`config.mk`:
```
export PLATFORM = sky130hd
export DESIGN_NAME = qed_dup_encoder
export DESIGN_NICKNAME = d
export VERILOG_FILES = /design/src/rtl/qed_dup_encoder.sv
export SDC_FILE = /design/constraint.sdc
export NUM_CORES = 1
export LEC_CHECK = 0
export BUFFER_PORTS_ARGS = -buffer_cell sky130_fd_sc_hd__buf_2
export CORE_MARGIN = 2
export CORE_UTILIZATION = 62
export CTS_CLUSTER_DIAMETER = 30
export DETAILED_ROUTE_END_ITERATION = 10
export PLACE_DENSITY_LB_ADDON = 0.05
export SYNTH_ARGS = -nofsm -noshare
export SYNTH_HDL_FRONTEND = slang
export SYNTH_SLANG_ARGS = --single-unit
```
`constraint.sdc`:
```
create_clock -name clk -period 6.53 [get_ports clk]
set_clock_uncertainty 0.2 [all_clocks]
set_input_delay 1.306 -clock clk [delete_from_list [all_inputs] [get_ports clk]]
set_output_delay 1.306 -clock clk [all_outputs]
set_load 0.05 [all_outputs]
```
`src/rtl/qed_dup_encoder.sv`:
```
// QED duplicate encoder: passes originals through and queues register-remapped duplicates for replay.
// Optional sticky overflow flag port enabled by defining QED_DUP_OVERFLOW_FLAG_EN.
module qed_dup_encoder #(
  parameter int unsigned DEPTH = 16
) (
  input  logic        clk,
  input  logic        rst,
  input  logic [31:0] ifu_qed_instruction,
  input  logic        ena,
  input  logic        exec_dup,
  output logic [31:0] qed_ifu_instruction,
  output logic        vld_out,
  output logic        fifo_empty,
  output logic        fifo_full
`ifdef QED_DUP_OVERFLOW_FLAG_EN
  ,
  output logic        dup_overflow
`endif
);

  localparam int unsigned AW = (DEPTH > 1) ? $clog2(DEPTH) : 1;
  localparam int unsigned CW = $clog2(DEPTH + 1);
  localparam logic [31:0] NOP = 32'h1500_0000;

  logic [31:0]   mem [DEPTH];
  logic [AW-1:0] wr_ptr, rd_ptr;
  logic [CW-1:0] count;
  logic [5:0]    opcode6;
  logic          is_load, is_store, is_alureg, is_aluimm;
  logic [31:0]   dup_instr;
  logic          push, pop;

  assign fifo_empty = (count == '0);
  assign fifo_full  = (count == CW'(DEPTH));

  assign opcode6   = ifu_qed_instruction[31:26];
  assign is_load   = (opcode6 inside {6'h21, 6'h22, 6'h23, 6'h24, 6'h25, 6'h26}) &&
                     (ifu_qed_instruction[15:14] == 2'b00);
  assign is_store  = opcode6 inside {6'h35, 6'h36, 6'h37};
  assign is_alureg = (opcode6 == 6'h38);
  assign is_aluimm = opcode6 inside {6'h27, 6'h29, 6'h2A, 6'h2B, 6'h2C, 6'h2E};

  // Each register field keeps its low four bits and moves into the upper half of the register file.
  always_comb begin
    dup_instr = NOP;
    if (is_alureg) begin
      dup_instr        = ifu_qed_instruction;
      dup_instr[25:21] = {1'b1, ifu_qed_instruction[24:21]};
      dup_instr[20:16] = {1'b1, ifu_qed_instruction[19:16]};
      dup_instr[15:11] = {1'b1, ifu_qed_instruction[14:11]};
    end else if (is_aluimm) begin
      dup_instr        = ifu_qed_instruction;
      dup_instr[25:21] = {1'b1, ifu_qed_instruction[24:21]};
      dup_instr[20:16] = {1'b1, ifu_qed_instruction[19:16]};
    end else if (is_load) begin
      dup_instr        = ifu_qed_instruction;
      dup_instr[25:21] = {1'b1, ifu_qed_instruction[24:21]};
      dup_instr[20:16] = {1'b1, ifu_qed_instruction[19:16]};
      dup_instr[14]    = 1'b1;
    end else if (is_store) begin
      dup_instr        = ifu_qed_instruction;
      dup_instr[20:16] = {1'b1, ifu_qed_instruction[19:16]};
      dup_instr[15:11] = {1'b1, ifu_qed_instruction[14:11]};
      dup_instr[24]    = 1'b1;
    end
  end

  assign push = !rst && ena && !exec_dup && !fifo_full;
  assign pop  = !rst && ena &&  exec_dup && !fifo_empty;

  always_ff @(posedge clk) begin
    if (push) mem[wr_ptr] <= dup_instr;
  end

  always_ff @(posedge clk) begin
    if (rst) begin
      qed_ifu_instruction <= NOP;
      vld_out             <= 1'b0;
      wr_ptr              <= '0;
      rd_ptr              <= '0;
      count               <= '0;
    end else if (ena) begin
      if (!exec_dup) begin
        qed_ifu_instruction <= ifu_qed_instruction;
        vld_out             <= 1'b1;
        if (push) begin
          wr_ptr <= wr_ptr + AW'(1);
          count  <= count + CW'(1);
        end
      end else if (pop) begin
        qed_ifu_instruction <= mem[rd_ptr];
        vld_out             <= 1'b1;
        rd_ptr              <= rd_ptr + AW'(1);
        count               <= count - CW'(1);
      end else begin
        qed_ifu_instruction <= NOP;
        vld_out             <= 1'b0;
      end
    end else begin
      vld_out <= 1'b0;
    end
  end

`ifdef QED_DUP_OVERFLOW_FLAG_EN
  always_ff @(posedge clk) begin
    if (rst)
      dup_overflow <= 1'b0;
    else if (ena && !exec_dup && fifo_full)
      dup_overflow <= 1'b1;
  end
`endif

endmodule

```
; ---- After elaboration in Yosys (flattened, before gate mapping)
; Memories as Yosys holds them, arrays and structs flattened. A register that Yosys moved wholly into a read port is not among the register bits.
; Index checks and enable logic that the tools add are counted.
[word_totals]
output_inout_bits = 35
reg_bits = 46
inputBits = 36
ramBits = 512
memories = 1
[op_classes]
mux = 15
eq_ne = 18
bitwise = 2
reduce_logical = 20
addsub = 4
[memory_table]
columns = memory, depth, width, rd, rd_clocked_by_memory_dff, write_ports, line
row1 = mem, 16, 32, 1, 1, 1, 25  ; logic [31:0] mem [DEPTH];
[op_table]
columns = cell, count
row1 = 32-bit two-way mux, 6
row2 = "6-bit == test, second input constant", 16
row3 = 5-bit two-way mux, 3
row4 = 6-bit nonzero test, 2
row5 = 3-bit AND reduction, 3
row6 = "4-bit by 1-bit adder with 4-bit output, second input constant", 2
row7 = 4-bit two-way mux, 2
row8 = 1-bit logical AND, 6
row9 = "5-bit by 1-bit adder with 5-bit output, second input constant", 1
row10 = "5-bit == test, second input constant", 1
row11 = 5-bit logical NOT, 1
row12 = "5-bit by 1-bit subtractor with 5-bit output, second input constant", 1
row13 = 1-bit logical NOT, 4
row14 = 1-bit two-way mux, 4
row15 = 3-bit nonzero test, 1
row16 = 2-bit logical NOT, 1
row17 = "2-bit by 1-bit != test with 1-bit output, second input constant", 1
row18 = 1-bit inverter, 2
row19 = 2-bit nonzero test, 1
row20 = 2-bit OR reduction, 1

; ---- Logic depth before layout (Yosys ltp)
; Gate-level depths: netlist of the first run.
[depth]
ltp_word = 7
depth_mapped = 8
depth_no_buf = 5

; ---- Worst setup path after synthesis of the first run
; Ideal clock, no wire load.
[synth_path]
path_kind = input-to-reg
startpoint = input rst
endpoint = memory mem[0][0], enable pin
path_stages = 6
slack_ns = 1.413
required_ns = 5.869
path_buffers = 2
t_arrival_ns = 4.456
path_cell_list = clkbuf_1 -> nand2b_1 -> buf_2 -> a211oi_2 -> nand2_1 -> nor3_1
[synth_via]
elab_chain_len = 6
[synth_lines]
columns = element, line
row1 = start: declaration, 7  ; input logic rst,
row2 = 1-bit logical NOT, 68  ; assign push = !rst && ena && !exec_dup && !fifo_full;
row3 = 1-bit logical AND (3 in a row), 68
row4 = 1-bit two-way mux, 72  ; if (push) mem[wr_ptr] <= dup_instr;
row5 = 1-bit two-way mux (implied by the code), 72
row6 = end: declaration, 25
; Every way passes these cells.

; ---- Worst setup path in the final report of the first run
[layout_path]
startpoint = input ena
endpoint = memory mem[10][12], enable pin
[layout_via]
elab_chain_len = 5
[layout_lines]
columns = element, line
row1 = start: declaration, 9  ; input logic ena,
row2 = 1-bit logical AND (3 in a row), 68
row3 = 1-bit two-way mux, 72
row4 = 1-bit two-way mux (implied by the code), 72
; Every way passes these cells.

==> impl_metrics.toml, run 1 <==
[layout]
final_cell_mix = "edfxtp_1 (512), mux2i_1 (245), clkbuf_16 (108), a22oi_1 (87), nand2_1 (71)"
final_nets = 1566
multi_input_area_um2 = 6001
fillCellCount = 2111
mostFrequentLayoutCell = "edfxtp_1"
antenna_cells = 0
area_delta_synth_final_pct = 20.26
drive_gt1_share_pct = 20.11
seq_area_um2 = 16380
fin_area_um2 = 27230

[global_routing]
grt_pass1_wl_um = 84530
grt_overflow_total = 0
grt_antenna_before_repair = 2
first_global_vias = 13730
grt_max_degree = 53
grt_usage_pct = 30.56

[clock_network]
cts_tree = "done"
clockBufferDepth = 3
cts_root_buf = "clkbuf_16"
clock_sinks = 562
clk_pin_slew_ns = 0.04
cts_resized = 0
numCtsBuffers = 105
hold_buffers = 0
clk_latency_ns = 0.63
htree_levels = 3
post_cts_buffers = 0

[status]
status = "complete, no violations"

[yosys]
yosysSeqAreaShare_pct = 72.31
synthesis.nets = 1449
synthDistinctLibCells = 52
async_flop_share_pct = 0
ys_warn_count = 0
synth_edf_count = 512
synth_area_um2 = 22650
synthFlopType = "edfxtp_1"
synth-seq-cells = 562
avgSynthCellArea_um2 = 16.13
synth_cells = 1404

[route]
wirelength_um = 56710
vias = 13310
drc = 0
first_iter_violations = 1314
postRouteAntennaNets = 0
wl_per_cell_um = 27.37
dr.pass1.iters = 5
viasPerCell = 6.425

[sta]
tightestPinTransition_ns = 1.331
setup_tns_ns = 0
hold_viol_final = 0
rsz0062_at_grt = "no"
maxSlewViolCount = 0
setup_viol = 0
slew-limit-headroom_pct = 11.07
clock.fmax_mhz = 247.4
fin_crit_sh_pct = 61.89
min_period_ns = 4.041

[floorplan]
rows = 69
core_area_um2 = 35740
pin_count = 71
start_util_pct = 63.36
die_y_um = 195.1
fp.dieArea_um2 = 38070
die_w_um = 195.1

[critical_path]
cp_max_fo = 32
critPathLaunchType = "primary input"
endpoint_kind = "flop"
worstPathArrival_ns = 4.07
path_class = "primary input to flop"
cp.required_ns = 6.55

[place]
placed_cell_area_um2 = 23580
dp_hpwl_um = 30220
gp_congestion = 0.7976
io_buffers = 70

[worst_hold_path]
hold_class = "flop to flop"

[pwr]
vdd_drop_max_mv = 0.2599
p_leak_uw = 0.008844
p_per_area_nw_per_um2 = 367.7

[run]
drv_cap = 0
[Yosys cell counts, types with 2 or more instances]
library cell / count / share of area (%)
edfxtp_1: 512 / 68
mux2i_1: 245 / 11
a22oi_1: 87 / 2.9
nand2_1: 71 / 1.2
nor2_1: 65 / 1.1
a211oi_1: 61 / 2.0
dfxtp_1: 50 / 4.4
buf_2: 44 / 0.97
clkbuf_1: 38 / 0.63
nand2b_1: 33 / 0.91
a31oi_1: 29 / 0.80
nand4_1: 29 / 0.80
a21boi_1: 13 / 0.43
a21boi_2: 12 / 0.60
mux4_2: 9 / 0.90
ha_1: 8 / 0.44
buf_1: 7 / 0.12
inv_1: 7 / 0.12
nor3_1: 7 / 0.15
a21o_1: 6 / 0.20
nor2b_1: 6 / 0.17
xnor2_1: 6 / 0.23
a21oi_1: 5 / 0.11
and3_1: 5 / 0.14
xor2_1: 5 / 0.19
o221ai_1: 4 / 0.15
nand3_1: 3 / 0.066
nand3b_1: 3 / 0.099
o22a_1: 3 / 0.12
o32a_1: 3 / 0.13
and2_1: 2 / 0.055
buf_4: 2 / 0.066
buf_6: 2 / 0.099
nor4_4: 2 / 0.19
o211ai_1: 2 / 0.066
o21ai_0: 2 / 0.044
[where the power goes]
part	internal (µW)	total, µW	leakage (µW)	switching (µW)
sequential	3980	4020	0.00512	42.6
combinational	145	544	0.00196	400
clock	3660	5450	0.00176	1790
total	7780	10000	0.00884	2230
[logic make-up after synthesis]
logic type | share of synthesized area, %
xor+xnor | 0.4254
flops | 72.31
fa+ha+maj | 0.5304
mux | 11.72
buf+inv | 2.000
simple gates | 5.028
compound gates | 7.978
[critical path, stage by stage]
cell and delay, ns:
buf_2 0.08, buf_4 0.29, nand2b_1 0.41, a211oi_2 0.54
nand2_1 0.32, nor2_4 1.09
[flip-flops by register name, summed over array words and instances, names as in the netlist, named ones only]
name and flops:
count 5, mem 512, qed_ifu_instruction 32, rd_ptr 4, vld_out 1, wr_ptr 4
[stage by stage]
step	worst slack, ns	instances	util [%]	power [µW]	hold slack (ns)
final	2.489	2072	76.20	10010	0.3400
after global routing	2.426	2072	76.20	10270	0.3799
after CTS	2.532	2072	76.19	10050	0.3501
after detailed placement	1.881	1875	65.98	4622	0.3360
after global placement	1.971	1875	65.98	4613	0.3059
after floorplan	1.413	1404	-	4434	0.2847
[routing by layer]
| layer | GRT usage [%] | share of wire [%] | wire [µm] |
|---|---|---|---|
| met4 | 14.50 | 4.2 | 2367 |
| met5 | 0 | 0.019 | 11 |
| met1 | 40.73 | 40 | 22610 |
| met2 | 47.95 | 47 | 26890 |
| met3 | 7.444 | 8.5 | 4828 |
[area by class of cell]
type | count | area share [%]
timing repair buffer | 103 | 2.196
sequential | 562 | 60.16
tap | 461 | 2.118
clock inverter | 63 | 2.858
multi-input combinational | 742 | 22.03
inverter | 7 | 0.09648
clock buffer | 134 | 10.54
[worst paths after layout]
kind	from	to	slack, ns	depth (start not counted)
max reg2reg	count[0]$_SDFFE_PP0P_	mem[10][12]$_DFFE_PP_	3.41	4
min reg2reg	rd_ptr[3]$_SDFFE_PP0P_	rd_ptr[3]$_SDFFE_PP0P_	0.34	2
min	rd_ptr[3]$_SDFFE_PP0P_	rd_ptr[3]$_SDFFE_PP0P_	0.34	2
max	ena	mem[10][12]$_DFFE_PP_	2.49	6
Note: power is estimated with default switching activity, not from simulation.
==> run 2, diff against run 1 <==
- ABC_AREA: not set -> 1
- CORE_UTILIZATION: 62 -> 56
- clock period: 6.53 -> 3.38 ns (I/O delays scaled with it)
==> impl_metrics.toml, run 2 <==
[critical_path]
cp.required_ns = 3.45
cp-startpoint = "ifu_qed_instruction[29]"
worstSetupPathDepth = 10
crit_family = "simple AND/OR/NAND/NOR gates"
crit_slowest_cell = "nor2_1"
cp_max_fo = 16
critPathLaunchType = "primary input"
max_stage_delay_ns = 0.79
crit_buf_inv = 3
reg2reg_depth = 9
crit_chain = "buf_2 > inv_1 > nor2_1 > nand2_1 > nand3_1 > nand2_1 > nand3_1 > nor2_4 > buf_12 > nor2_1"
r2r_setup_slack_ns = 0.88
worstPathArrival_ns = 2.84
rr_endpoint = "qed_ifu_instruction[28]$_SDFFE_PP1P_"
endpoint_kind = "flop"
path_class = "primary input to flop"
cp-endpoint = "mem[2][6]$_DFFE_PP_"

[clock_network]
hold_buffers = 0
cts_tree = "done"
clockBufferDepth = 3
clk_pin_slew_ns = 0.05
cts_root_buf = "clkbuf_16"
clk_latency_ns = 0.61
numCtsBuffers = 108
clock_sinks = 562
cts_resized = 0
htree_levels = 3
post_cts_buffers = 0

[yosys]
synth-seq-cells = 562
post-synth-top-count-cell = "nand2_1"
ys_warn_count = 0
synth_common_cells = "nand2_1 (748), edfxtp_1 (512), inv_1 (399), nand3_1 (346), nor2_1 (100)"
synth_edf_count = 512
yosysSeqAreaShare_pct = 67.22
synth_largest_area_cell = "edfxtp_1"
synth_top_area_share_pct = 63.11
synthDistinctLibCells = 25
avgSynthCellArea_um2 = 9.955
synth_area_um2 = 24360
synthTopCellsByArea = "edfxtp_1 (63%), nand2_1 (12%), nand3_1 (7.1%)"
synthFlopType = "edfxtp_1"
synth_cells = 2447
async_flop_share_pct = 0
synthesis.nets = 2492

[global_routing]
grt_pass1_wl_um = 97740
first_global_vias = 16850
grt_antenna_before_repair = 1
grt_usage_pct = 29.41
grt_max_degree = 125
grt_overflow_total = 0

[route]
vias = 17530
dr.pass1.iters = 5
viasPerCell = 5.410
postRouteAntennaNets = 0
first_iter_violations = 1747
wirelength_um = 65340
drc = 0
wl_per_cell_um = 20.17

[layout]
largest_reg_flops = 512
area_delta_synth_final_pct = 21.19
final_cell_mix = "nand2_1 (748), edfxtp_1 (512), inv_1 (399), nand3_1 (346), clkbuf_16 (111)"
largest-register = "mem"
drive_gt1_share_pct = 12.58
final_nets = 2610
reg_top3 = "mem (512), qed_ifu_instruction (32), count (5)"
mostFrequentLayoutCell = "nand2_1"
antenna_cells = 0

[floorplan]
fp.dieArea_um2 = 45190
die_w_um = 212.6
core_area_um2 = 42980
start_util_pct = 56.68
die_y_um = 212.6
pin_count = 71
rows = 76

[sta]
clock.fmax_mhz = 360.5
slew-limit-headroom_pct = 29.34
setup_viol = 0
rsz0062_at_grt = "no"
setup_tns_ns = 0
fin_crit_sh_pct = 82.07
holdWs_ns = 0.1474
tightestPinTransition_ns = 1.056
maxSlewViolCount = 0
hold_viol_final = 0
min_period_ns = 2.774

[pwr]
p_per_area_nw_per_um2 = 671.0
p_leak_uw = 0.01272
vdd_drop_max_mv = 0.5589

[worst_hold_path]
hold_class = "primary input to flop"

[place]
io_buffers = 70
gp_congestion = 0.9041
dp_hpwl_um = 34150

[status]
status = "complete, no violations"

[run]
drv_cap = 0
[run 2: cell types whose count changed in the layout (fill, tap and decap cells not counted), moves of 34 or more]
cell	change
a22oi_1	-87
mux2i_1	-245
o21ai_0	+57
nand3_1	+343
a21oi_1	+72
nor2_1	+34
nand2_1	+677
inv_1	+392
a211oi_1	-61
[run 2: worst min-delay path, stage by stage]
cell and delay, ns:
buf_2 0.07, a21oi_1 0.05, a21oi_1 0.12
[run 2: kinds of logic (layout without fill, tap and decap cells)]
family	Yosys count	in the layout	synth area share, %
and+or+nand+nor	1204	1204	20.43
xor gates and xnor gates	4	4	0.1438
buffers and inverters	529	737	8.839
DFF	562	562	67.22
adders and majority gates	9	9	0.4931
AOI/OAI and AO/OA	139	139	2.876
[run 2: how the worst min path moves through the flow]
stage / to / slack, ns / depth (start not counted) / startpoint
finish: qed_ifu_instruction[20]$_SDFFE_PP0P_ / 0.15 / 3 / ifu_qed_instruction[20]
global route: qed_ifu_instruction[20]$_SDFFE_PP0P_ / 0.15 / 3 / ifu_qed_instruction[20]
CTS: qed_ifu_instruction[20]$_SDFFE_PP0P_ / 0.13 / 3 / ifu_qed_instruction[20]
detailed placement: flop / 0.27 / 1 / rd_ptr[2]$_SDFFE_PP0P_
global placement: flop / 0.26 / 1 / rd_ptr[2]$_SDFFE_PP0P_
floorplan: flop / 0.24 / 1 / rd_ptr[2]$_SDFFE_PP0P_
[run 2: power by group]
group / leakage (µW) / total, µW / switching, µW / internal [µW]
Sequential: 0.00516 / 7700 / 45.9 / 7650
Clock: 0.00186 / 11100 / 3470 / 7660
Combinational: 0.00571 / 986 / 726 / 260
[run 2: metal layers]
| layer | part of all wire (%) | GRT usage (%) | wire (µm) |
|---|---|---|---|
| met1 | 41 | 38.83 | 26890 |
| met2 | 48 | 48.94 | 31470 |
| met3 | 7.3 | 4.505 | 4766 |
| met4 | 3.4 | 12.27 | 2219 |
| met5 | 0 | 0 | 0 |
[run 2: final cells by class]
class	instances	area, µm²
timing repair buffer	132	1091
clock inverter	78	992.2
clock buffer	122	2839
fill	3215	13460
tap	585	732.0
multi-input combinational	1356	5956
sequential	562	16390
inverter	405	1528
[run 2: stage by stage]
step                instance area [µm²]  util, %  std cells  total power [µW]  setup WS (ns)
floorplan                         24370        -       2447              8490       -0.03391
global placement                  25690    59.78       3040              8778         0.1918
detailed placement                25690    59.78       3040              8796        0.07665
CTS                               29520    68.69       3240             19890         0.7214
global route                      29520    68.69       3240             20360         0.5190
finish                            29520    68.69       3240             19810         0.6061
==> run 3, diff against run 2 <==
- clock period: 3.38 -> 2.4 ns (I/O delays scaled with it)
==> impl_metrics.toml, run 3 (synthesis gave the netlist of run 2 again) <==
[critical_path]
cp_max_fo = 11
critPathLaunchType = "primary input"
path_class = "primary input to flop"
cp.required_ns = 2.52
endpoint_kind = "flop"
max_stage_delay_ns = 0.60
worstPathArrival_ns = 2.42
crit_family = "buffers and inverters"
crit_slowest_cell = "dlygate4sd3_1"
crit_chain = "dlygate4sd3_1 > buf_2 > nand2_2 > nor2_1 > nand2_1 > inv_2 > nand2_1 > nor2_4 > buf_4"
crit_buf_inv = 4
crit_path_frequent_cell = "nand2_1"

[sta]
maxSlewViolCount = 0
hold_viol_final = 0
setup_viol = 0
rsz0062_at_grt = "no"
min_period_ns = 2.298
fin_ws_ns = 0.1023
tightestPinTransition_ns = 0.9620
clock.fmax_mhz = 435.2
slew-limit-headroom_pct = 35.63
setup_tns_ns = 0
fin_crit_sh_pct = 95.74

[clock_network]
cts_root_buf = "clkbuf_16"
cts_tree = "done"
post_cts_buffers = 0
clock_sinks = 562
clk_latency_ns = 0.65
clk_pin_slew_ns = 0.05
numCtsBuffers = 116
clockBufferDepth = 3
htree_levels = 3

[global_routing]
grt_antenna_before_repair = 0
first_global_vias = 17320
grt_usage_pct = 30.09
grt_pass1_wl_um = 99500
grt_max_degree = 92
grt_overflow_total = 0

[floorplan]
core_area_um2 = 42980
fp.dieArea_um2 = 45190
die_y_um = 212.6
start_util_pct = 56.68
pin_count = 71
die_w_um = 212.6
rows = 76

[status]
status = "complete, no violations"

[layout]
multi_input_area_um2 = 5966
largest-register = "mem"
fillCellCount = 3056
final_nets = 2690
area_delta_synth_final_pct = 26.01
largest_reg_flops = 512
utilization_pct = 71.42
drive_gt1_share_pct = 14.96
reg_top3 = "mem (512), qed_ifu_instruction (32), count (5)"
mostFrequentLayoutCell = "nand2_1"
seq_area_um2 = 16390
fin_area_um2 = 30700
final_cell_mix = "nand2_1 (746), edfxtp_1 (512), inv_1 (397), nand3_1 (346), clkbuf_16 (117)"

[pwr]
vdd_drop_max_mv = 0.9218
p_total_uw = 28740
p_leak_uw = 0.01326
p_per_area_nw_per_um2 = 936.3

[route]
first_iter_violations = 1834
postRouteAntennaNets = 0
wirelength_um = 66230
top_layer = "met4"
wl_met3_um = 4821
drc = 0
dr_wl_met2_um = 32250
dr.pass1.iters = 5
vias = 17770
viasPerCell = 5.333
wl_per_cell_um = 19.87
met1_length_um = 26920

[place]
io_buffers = 70
place_ws_ns = -0.3717
gp_congestion = 0.8244
dp_hpwl_um = 35150
placed_cell_area_um2 = 26370

[run]
drv_cap = 0

[worst_hold_path]
hold_class = "primary input to flop"
==> run 3: changes by cell type in the layout (fill, tap and decap cells not counted), sizes merged <==
cell         before  now
buf             132  180
bufinv           22   18
clkbuf          122  131
clkinvlp          9   19
inv             408  417
diode             0    1
clkinv           44   40
dlygate4sd3       0   24
==> run 3: power breakdown <==
group / internal [µW] / switching (µW)
sequential: 10800 / 46.6
combinational: 475 / 1060
clock: 11100 / 5320
==> run 3: final timing paths <==
| path | slack [ns] | from | end | depth (start not counted) |
|---|---|---|---|---|
| worst max-delay path | 0.10 | ena | mem[9][2]$_DFFE_PP_ | 9 |
| worst min-delay path | 0.02 | rst | count[4]$_SDFFE_PP0P_ | 3 |
| worst max register to register | 0.27 | count[0]$_SDFFE_PP0P_ | mem[9][2]$_DFFE_PP_ | 7 |
| worst min register to register | 0.26 | rd_ptr[2]$_SDFFE_PP0P_ | flop | 1 |
==> run 3: tightest hold or removal path, stage by stage <==
cell and delay [ns]:
buf_2 0.11, buf_4 0.17, a21oi_1 0.05
==> run 3: layout make-up <==
| cell class | instances | share of cell area, % |
|---|---|---|
| flip-flops and latches | 562 | 53.38 |
| multi-input cells | 1356 | 19.43 |
| clock buffers | 131 | 9.937 |
| repair buffers | 204 | 6.501 |
| inverters | 405 | 4.985 |
| clock inverters | 89 | 3.375 |
| well taps | 585 | 2.384 |
| diodes | 1 | 0.008152 |
==> run 3: repair_timing <==
| item | 4_1_cts | 5_1_grt |
|---|---|---|
| hold buffers | 24 | 0 |
| endpoints found under the hold margin | 22 | 0 |
| setup endpoints to repair | 0 | 2 |
| resized for setup | 0 | 1 |
==> run 3: stage by stage <==
stage	hold WS [ns]	instances
after floorplan	0.2353	2447
after global placement	0.2614	3088
after detailed placement	0.2571	3088
after CTS	0.003121	3332
after global routing	0.02387	3332
final	0.01595	3333
==> run 3: routing by layer <==
metal | up-vias | track usage [%]
met1 | 8496 | 39.18
met3 | 156 | 4.697
met5 | - | 0
met2 | 742 | 50.45
li1 | 8380 | -
met4 | 0 | 12.90
